File: config.mk
export PLATFORM = sky130hd
export DESIGN_NAME = hopfield_control_seq_flat
export DESIGN_NICKNAME = d
export VERILOG_FILES = /design/src/rtl/hopfield_control_seq_pkg.sv /design/src/rtl/hopfield_control_seq_if.sv /design/src/rtl/hopfield_control_seq_sweep_counter.sv /design/src/rtl/hopfield_control_seq.sv /design/src/flat_wrapper.sv
export SDC_FILE = /design/constraint.sdc
export NUM_CORES = 1
export LEC_CHECK = 0
export ABC_AREA = 1
export CORE_ASPECT_RATIO = 1.25
export CORE_UTILIZATION = 40
export DETAILED_ROUTE_END_ITERATION = 8
export GPL_ROUTABILITY_DRIVEN = 0
export PLACE_DENSITY = 0.69
export SLEW_MARGIN = 20
export SYNTH_ARGS = -nofsm -noshare
export SYNTH_HDL_FRONTEND = slang
export SYNTH_SLANG_ARGS = --single-unit
File: constraint.sdc
create_clock -name clk -period 1.5 [get_ports clk]
set_input_delay 0.225 -clock clk [delete_from_list [all_inputs] [get_ports clk]]
set_output_delay 0.225 -clock clk [all_outputs]
set_load 0.01 [all_outputs]
File: src/rtl/hopfield_control_seq_pkg.sv
// Shared state encodings and types for the Hopfield control sequencer.
package hopfield_control_seq_pkg;

    localparam logic [2:0] STATE_INPUT    = 3'd0;
    localparam logic [2:0] STATE_UPDATING = 3'd1;
    localparam logic [2:0] STATE_LEARNING = 3'd2;
    localparam logic [2:0] STATE_DONE     = 3'd3;
    localparam logic [2:0] STATE_FAIL     = 3'd4;

    typedef enum logic [2:0] {
        ST_INPUT    = STATE_INPUT,
        ST_UPDATING = STATE_UPDATING,
        ST_LEARNING = STATE_LEARNING,
        ST_DONE     = STATE_DONE,
        ST_FAIL     = STATE_FAIL
    } state_t;

endpackage

File: src/rtl/hopfield_control_seq_if.sv
// Status inputs and datapath strobes between the controller (master) and the Hopfield datapath (slave).
interface hopfield_control_seq_if #(
    parameter int IDX_W = 4
);
    logic             same_input;
    logic             converged;
    logic             update_mode;
    logic             learn_enable;
    logic             modify_neuron;
    logic             modify_neuron_using_input;
    logic             modify_weights;
    logic [IDX_W-1:0] neuron_idx;
    logic             seq_active;
    logic [2:0]       state;
    logic             done;
    logic             timeout;

    modport master (
        input  same_input, converged, update_mode, learn_enable,
        output modify_neuron, modify_neuron_using_input, modify_weights,
               neuron_idx, seq_active, state, done, timeout
    );

    modport slave (
        output same_input, converged, update_mode, learn_enable,
        input  modify_neuron, modify_neuron_using_input, modify_weights,
               neuron_idx, seq_active, state, done, timeout
    );
endinterface

File: src/rtl/hopfield_control_seq_sweep_counter.sv
// Neuron index wrap counter and sweep-end pulse; sweep counter only with HOPFIELD_ITER_LIMIT_EN.
module hopfield_sweep_counter #(
    parameter int NUM_NEURONS = 16,
`ifdef HOPFIELD_ITER_LIMIT_EN
    parameter int MAX_SWEEPS  = 32,
`endif
    parameter int IDX_W       = $clog2(NUM_NEURONS)
) (
    input  logic             clk,
    input  logic             rst,
    input  logic             clear,
    input  logic             enable,
    input  logic             mode,
    output logic [IDX_W-1:0] neuron_idx,
    output logic             sweep_end
`ifdef HOPFIELD_ITER_LIMIT_EN
    ,
    output logic             last_sweep
`endif
);
    localparam logic [IDX_W-1:0] IDX_LAST = IDX_W'(NUM_NEURONS - 1);

    logic [IDX_W-1:0] idx_reg;

    assign neuron_idx = idx_reg;
    // Synchronous mode updates every neuron at once, so each cycle closes a sweep.
    assign sweep_end  = enable && (!mode || idx_reg == IDX_LAST);

    always_ff @(posedge clk) begin
        if (rst || clear) begin
            idx_reg <= '0;
        end else if (enable && mode) begin
            idx_reg <= (idx_reg == IDX_LAST) ? '0 : idx_reg + 1'b1;
        end
    end

`ifdef HOPFIELD_ITER_LIMIT_EN
    localparam int              SW_W    = $clog2(MAX_SWEEPS + 1);
    localparam logic [SW_W-1:0] SW_LAST = SW_W'(MAX_SWEEPS - 1);

    logic [SW_W-1:0] sweep_cnt_reg;

    assign last_sweep = (sweep_cnt_reg == SW_LAST);

    always_ff @(posedge clk) begin
        if (rst || clear) begin
            sweep_cnt_reg <= '0;
        end else if (sweep_end && sweep_cnt_reg != SW_LAST) begin
            sweep_cnt_reg <= sweep_cnt_reg + 1'b1;
        end
    end
`endif

endmodule

File: src/rtl/hopfield_control_seq.sv
// Hopfield network control FSM: input qualification, sync/sequential update, bounded learning, done.
// Optional sweep-limit timeout into FAIL is enabled by defining HOPFIELD_ITER_LIMIT_EN.
module hopfield_control_seq
    import hopfield_control_seq_pkg::*;
#(
    parameter int NUM_NEURONS   = 16,
    parameter int STABLE_CYCLES = 2,
    parameter int LEARN_CYCLES  = 4,
    parameter int MAX_SWEEPS    = 32,
    parameter int IDX_W         = $clog2(NUM_NEURONS)
) (
    input  logic                   clk,
    input  logic                   rst,
    hopfield_control_seq_if.master bus
);
    localparam int              SC_W        = $clog2(STABLE_CYCLES + 1);
    localparam int              LC_W        = $clog2(LEARN_CYCLES + 1);
    localparam logic [SC_W-1:0] STABLE_LAST = SC_W'(STABLE_CYCLES - 1);
    localparam logic [LC_W-1:0] LEARN_LAST  = LC_W'(LEARN_CYCLES - 1);

    state_t           state_reg, state_next;
    logic [SC_W-1:0]  stable_cnt_reg, stable_cnt_next;
    logic [LC_W-1:0]  learn_cnt_reg, learn_cnt_next;
    logic             mode_reg, mode_next;
    logic             sweep_clear;
    logic             sweep_end;
    logic [IDX_W-1:0] idx;
`ifdef HOPFIELD_ITER_LIMIT_EN
    logic             last_sweep;
`endif

    hopfield_sweep_counter #(
        .NUM_NEURONS (NUM_NEURONS),
`ifdef HOPFIELD_ITER_LIMIT_EN
        .MAX_SWEEPS  (MAX_SWEEPS),
`endif
        .IDX_W       (IDX_W)
    ) u_sweep (
        .clk        (clk),
        .rst        (rst),
        .clear      (sweep_clear),
        .enable     (state_reg == ST_UPDATING),
        .mode       (mode_reg),
        .neuron_idx (idx),
        .sweep_end  (sweep_end)
`ifdef HOPFIELD_ITER_LIMIT_EN
        ,
        .last_sweep (last_sweep)
`endif
    );

    always_ff @(posedge clk) begin
        if (rst) begin
            state_reg      <= ST_INPUT;
            stable_cnt_reg <= '0;
            learn_cnt_reg  <= '0;
            mode_reg       <= 1'b0;
        end else begin
            state_reg      <= state_next;
            stable_cnt_reg <= stable_cnt_next;
            learn_cnt_reg  <= learn_cnt_next;
            mode_reg       <= mode_next;
        end
    end

    // Counters default to zero so each restarts cleanly whenever its state is re-entered.
    always_comb begin
        state_next      = state_reg;
        stable_cnt_next = '0;
        learn_cnt_next  = '0;
        mode_next       = mode_reg;
        sweep_clear     = 1'b0;
        case (state_reg)
            ST_INPUT: begin
                if (!bus.same_input) begin
                    stable_cnt_next = '0;
                end else if (stable_cnt_reg == STABLE_LAST) begin
                    state_next  = ST_UPDATING;
                    mode_next   = bus.update_mode;
                    sweep_clear = 1'b1;
                end else begin
                    stable_cnt_next = stable_cnt_reg + 1'b1;
                end
            end
            ST_UPDATING: begin
                if (!bus.same_input) begin
                    state_next = ST_INPUT;
                end else if (sweep_end && bus.converged) begin
                    state_next = bus.learn_enable ? ST_LEARNING : ST_DONE;
`ifdef HOPFIELD_ITER_LIMIT_EN
                end else if (sweep_end && last_sweep) begin
                    state_next = ST_FAIL;
`endif
                end
            end
            ST_LEARNING: begin
                if (!bus.same_input) begin
                    state_next = ST_INPUT;
                end else if (learn_cnt_reg == LEARN_LAST) begin
                    state_next = ST_DONE;
                end else begin
                    learn_cnt_next = learn_cnt_reg + 1'b1;
                end
            end
            ST_DONE, ST_FAIL: begin
                if (!bus.same_input) begin
                    state_next = ST_INPUT;
                end
            end
            default: state_next = ST_INPUT;
        endcase
    end

    always_comb begin
        bus.modify_neuron             = (state_reg == ST_INPUT) || (state_reg == ST_UPDATING);
        bus.modify_neuron_using_input = (state_reg == ST_INPUT);
        bus.modify_weights            = (state_reg == ST_LEARNING);
        bus.seq_active                = (state_reg == ST_UPDATING) && mode_reg;
        bus.neuron_idx                = bus.seq_active ? idx : '0;
        bus.state                     = state_reg;
        bus.done                      = (state_reg == ST_DONE);
`ifdef HOPFIELD_ITER_LIMIT_EN
        bus.timeout                   = (state_reg == ST_FAIL);
`else
        bus.timeout                   = 1'b0;
`endif
    end

endmodule

File: src/flat_wrapper.sv
// flat-port wrapper written by rule: the top's interface ports become plain ports
module hopfield_control_seq_flat import hopfield_control_seq_pkg::*;
#(
    parameter int NUM_NEURONS   = 16,
    parameter int STABLE_CYCLES = 2,
    parameter int LEARN_CYCLES  = 4,
    parameter int MAX_SWEEPS    = 32,
    parameter int IDX_W         = $clog2(NUM_NEURONS)
)
  (clk, rst, bus_same_input, bus_converged, bus_update_mode, bus_learn_enable, bus_modify_neuron, bus_modify_neuron_using_input, bus_modify_weights, bus_neuron_idx, bus_seq_active, bus_state, bus_done, bus_timeout);
  hopfield_control_seq_if #(.IDX_W(IDX_W)) bus_i ();
  input  logic clk;
  input  logic rst;
  input wire logic [$bits(bus_i.same_input)-1:0] bus_same_input;
  input wire logic [$bits(bus_i.converged)-1:0] bus_converged;
  input wire logic [$bits(bus_i.update_mode)-1:0] bus_update_mode;
  input wire logic [$bits(bus_i.learn_enable)-1:0] bus_learn_enable;
  output wire logic [$bits(bus_i.modify_neuron)-1:0] bus_modify_neuron;
  output wire logic [$bits(bus_i.modify_neuron_using_input)-1:0] bus_modify_neuron_using_input;
  output wire logic [$bits(bus_i.modify_weights)-1:0] bus_modify_weights;
  output wire logic [$bits(bus_i.neuron_idx)-1:0] bus_neuron_idx;
  output wire logic [$bits(bus_i.seq_active)-1:0] bus_seq_active;
  output wire logic [$bits(bus_i.state)-1:0] bus_state;
  output wire logic [$bits(bus_i.done)-1:0] bus_done;
  output wire logic [$bits(bus_i.timeout)-1:0] bus_timeout;
  assign bus_i.same_input = bus_same_input;
  assign bus_i.converged = bus_converged;
  assign bus_i.update_mode = bus_update_mode;
  assign bus_i.learn_enable = bus_learn_enable;
  assign bus_modify_neuron = bus_i.modify_neuron;
  assign bus_modify_neuron_using_input = bus_i.modify_neuron_using_input;
  assign bus_modify_weights = bus_i.modify_weights;
  assign bus_neuron_idx = bus_i.neuron_idx;
  assign bus_seq_active = bus_i.seq_active;
  assign bus_state = bus_i.state;
  assign bus_done = bus_i.done;
  assign bus_timeout = bus_i.timeout;
  hopfield_control_seq #(.NUM_NEURONS(NUM_NEURONS), .STABLE_CYCLES(STABLE_CYCLES), .LEARN_CYCLES(LEARN_CYCLES), .MAX_SWEEPS(MAX_SWEEPS), .IDX_W(IDX_W)) u_core (.clk(clk), .rst(rst), .bus(bus_i));
endmodule
==> summary.txt <==
switching power: 0.000513 W
Core Area: 1560 µm²
area share of the largest cell type after synthesis: 36.4%
Final min period: 1.43 ns
Antenna Cells: 0
worst path cell trace: inv_2, nand2_2, nor2_4, inv_4, nor2_1, dlygate4sd2_1
synth top area cells: dfxtp_1 (36%), nor2_1 (11%), inv_1 (8.0%)
mapped cell area: 659 µm²
Synth Flop Type: dfxtp_1
vias in the first global route: 539
Clock Pin Slew Worst Setup and Hold Paths: 0.07 ns
largest net degree at the start of global routing: 7
CTS Sinks: 12
H-Tree Depth: 1
worst r2r src: u_core.learn_cnt_reg[0]$_SDFF_PP0_
crit share post-route: 95.6%
Worst Clk Skew: 0.000755 ns
num ports: 19
worst hold slack: 0.422 ns
setup bufs post-CTS: 0
DRC: 1
leakage power: 0.440 nW
CP Class: reg2out
post-route cell area: 911 µm²
failing checks: DRC
slowest CP cell: dfxtp_1
number of synthesized register bits: 12
sequential cell area fraction in the yosys report: 36.4%
Worst Hold Path EP: u_core.stable_cnt_reg[0]$_SDFF_PP0_
CP top delay family: buffers and inverters
Hold Crit Class: reg2reg
Starting Density: 42.2%
TritonCTS clock tree: yes
FF-to-FF path depth: 10
clk root buf: clkbuf_4
outcome: finished with violations
Total GRT Usage: 16.7%
final wirelength: 1.28 mm
die width: 38.3 µm
GRT Residual Overflow: 0
antenna viol nets, final: 0
CP max FO: 5
fillers: 163
Net Sw Frac: 39.8%
wire length per cell: 9.11 µm
die area: 1820 µm²
setup violators final: 0
nets: 135
fraction of layout cells with a size suffix above 1: 23.6%
max reg flops: 4
total number of vias: 659
EDFF count, synth: 0
Setup crit end kind: primary output
max incr delay on CP: 0.32 ns
Async S/R FF share, synth: 0%
CTS Hold Bufs: 0
Yosys cell types: 20
height of the die: 47.4 µm
maxcap violations: 0
syn_area_per_cell: 7.01 µm²
RSZ-0062 raised after global routing: no
Iteration-0 DRC Markers: 10
CP arrival: 1.21 ns
Hold Path Cell Cnt: 1
Peak Freq: 0.698 GHz
Post-Synthesis Cells: 94
commonest non-fill, non-tap cells in the layout: nor2_1 (19), inv_1 (14), nand2_1 (12), dfxtp_1 (12), buf_4 (11)
first-pass GRT wire length: 2.04 mm
Rows: 16
YS warnings: 0
Comb power frac: 54.7%
worst-skew pair later-pin latency: 0.27 ns
clock share of power: 15.0%
antenna violations before repair: 0
P&R area growth vs syn: 38.1%
Synth area leader: dfxtp_1
PortBufs: 16
beginning of the worst hold path: u_core.stable_cnt_reg[0]$_SDFF_PP0_
Startpoint Class: flop
Pwr Density: 1420 nW/µm²
Seq pwr share: 30.3%
setup_tns: 0 ns
flop2flop setup slack: 0.14 ns
via/cell ratio: 4.67
Hold Vio Cnt, Final: 0
worst vdd ir: 914 µV
CTS Buffer Depth: 2
Area after DPL: 913 µm²
max-slew violations: 0
P_int: 0.000777 W
reg2reg end: u_core.bus.state[0]$_SDFFE_PP0P_
most common cell after layout, fill and taps aside: nor2_1
CTS Buf Count: 3
CP required: 1.27 ns
crit path buf inv count: 3
TritonRoute pass-1 iters: 6
detailed placement HPWL: 1.03 mm
## how the worst max path moves through the flow
stage / start / end / slack (ns) / cells after the start
floorplan: u_core.bus.state[0]$_SDFFE_PP0P_ / bus_neuron_idx[3] / 0.24 / 4
global placement: bus_same_input / u_core.bus.state[0]$_SDFFE_PP0P_ / 0.04 / 10
detailed placement: u_core.bus.state[1]$_SDFFE_PP0P_ / bus_neuron_idx[3] / 0.02 / 6
CTS: u_core.bus.state[1]$_SDFFE_PP0P_ / bus_neuron_idx[0] / 0.004 / 6
global route: u_core.bus.state[1]$_SDFFE_PP0P_ / bus_neuron_idx[2] / 0.006 / 6
finish: u_core.bus.state[1]$_SDFFE_PP0P_ / bus_neuron_idx[2] / 0.07 / 6
## cell type report
cell class / instances / area (µm²) / area share [%]
Multi-Input combinational cell: 64 / 342 / 37.5
Timing Repair Buffer: 27 / 218 / 23.9
Tap cell: 18 / 22.5 / 2.47
Sequential cell: 12 / 240 / 26.4
Inverter: 17 / 66.3 / 7.28
Clock buffer: 3 / 22.5 / 2.47
## layer usage
metal / routed length, µm / global-route usage, %
met5: 0 / 0
met4: 25 / 10.7
met1: 583 / 19.2
met2: 619 / 28.5
met3: 56 / 2.84
## power by group through the flow
stage	clock network [W]	logic [W]	registers [W]
after floorplan	0	0.000387	0.000437
after global placement	0	0.000759	0.000395
after detailed placement	0	0.000765	0.000397
after CTS	0.000201	0.000713	0.000391
after global routing	0.000217	0.000791	0.000395
final	0.000194	0.000705	0.000391
## cells in the mapped netlist (3+ instances only)
cell	instances
nor2_1	19
dfxtp_1	12
ha_1	4
nand2_1	12
a21oi_1	5
nand2_2	3
inv_1	14
nand3_1	8
## kinds of logic (layout without fill, tap and decap cells)
logic type / after synthesis / in the layout / synth area share (%)
other: 1 / 2 / 0.569
adder cells (fa/ha/maj): 4 / 4 / 7.59
AO/OA/AOI/OAI: 11 / 11 / 10.4
AND/OR/NAND/NOR: 47 / 47 / 32.6
flip-flops: 12 / 12 / 36.4
buffers and inverters: 19 / 47 / 12.3
## stage by stage
stage / total power, W / util, % / worst slack, ns / std cells
finish: 0.00129 / 58.3 / 0.0664 / 141
floorplan: 0.000825 / - / 0.242 / 95
global placement: 0.00115 / 58.5 / 0.0401 / 138
detailed placement: 0.00116 / 58.5 / 0.0249 / 138
global route: 0.00140 / 58.3 / 0.00559 / 141
CTS: 0.00130 / 59.1 / 0.00401 / 141
## what timing repair did
action / in CTS / in global routing
gates resized for setup: 12 / 5
hold endpoints to repair: 0 / 0
endpoints found under the setup margin: 11 / 3
No activity file was read; power rests on OpenSTA's default activity.
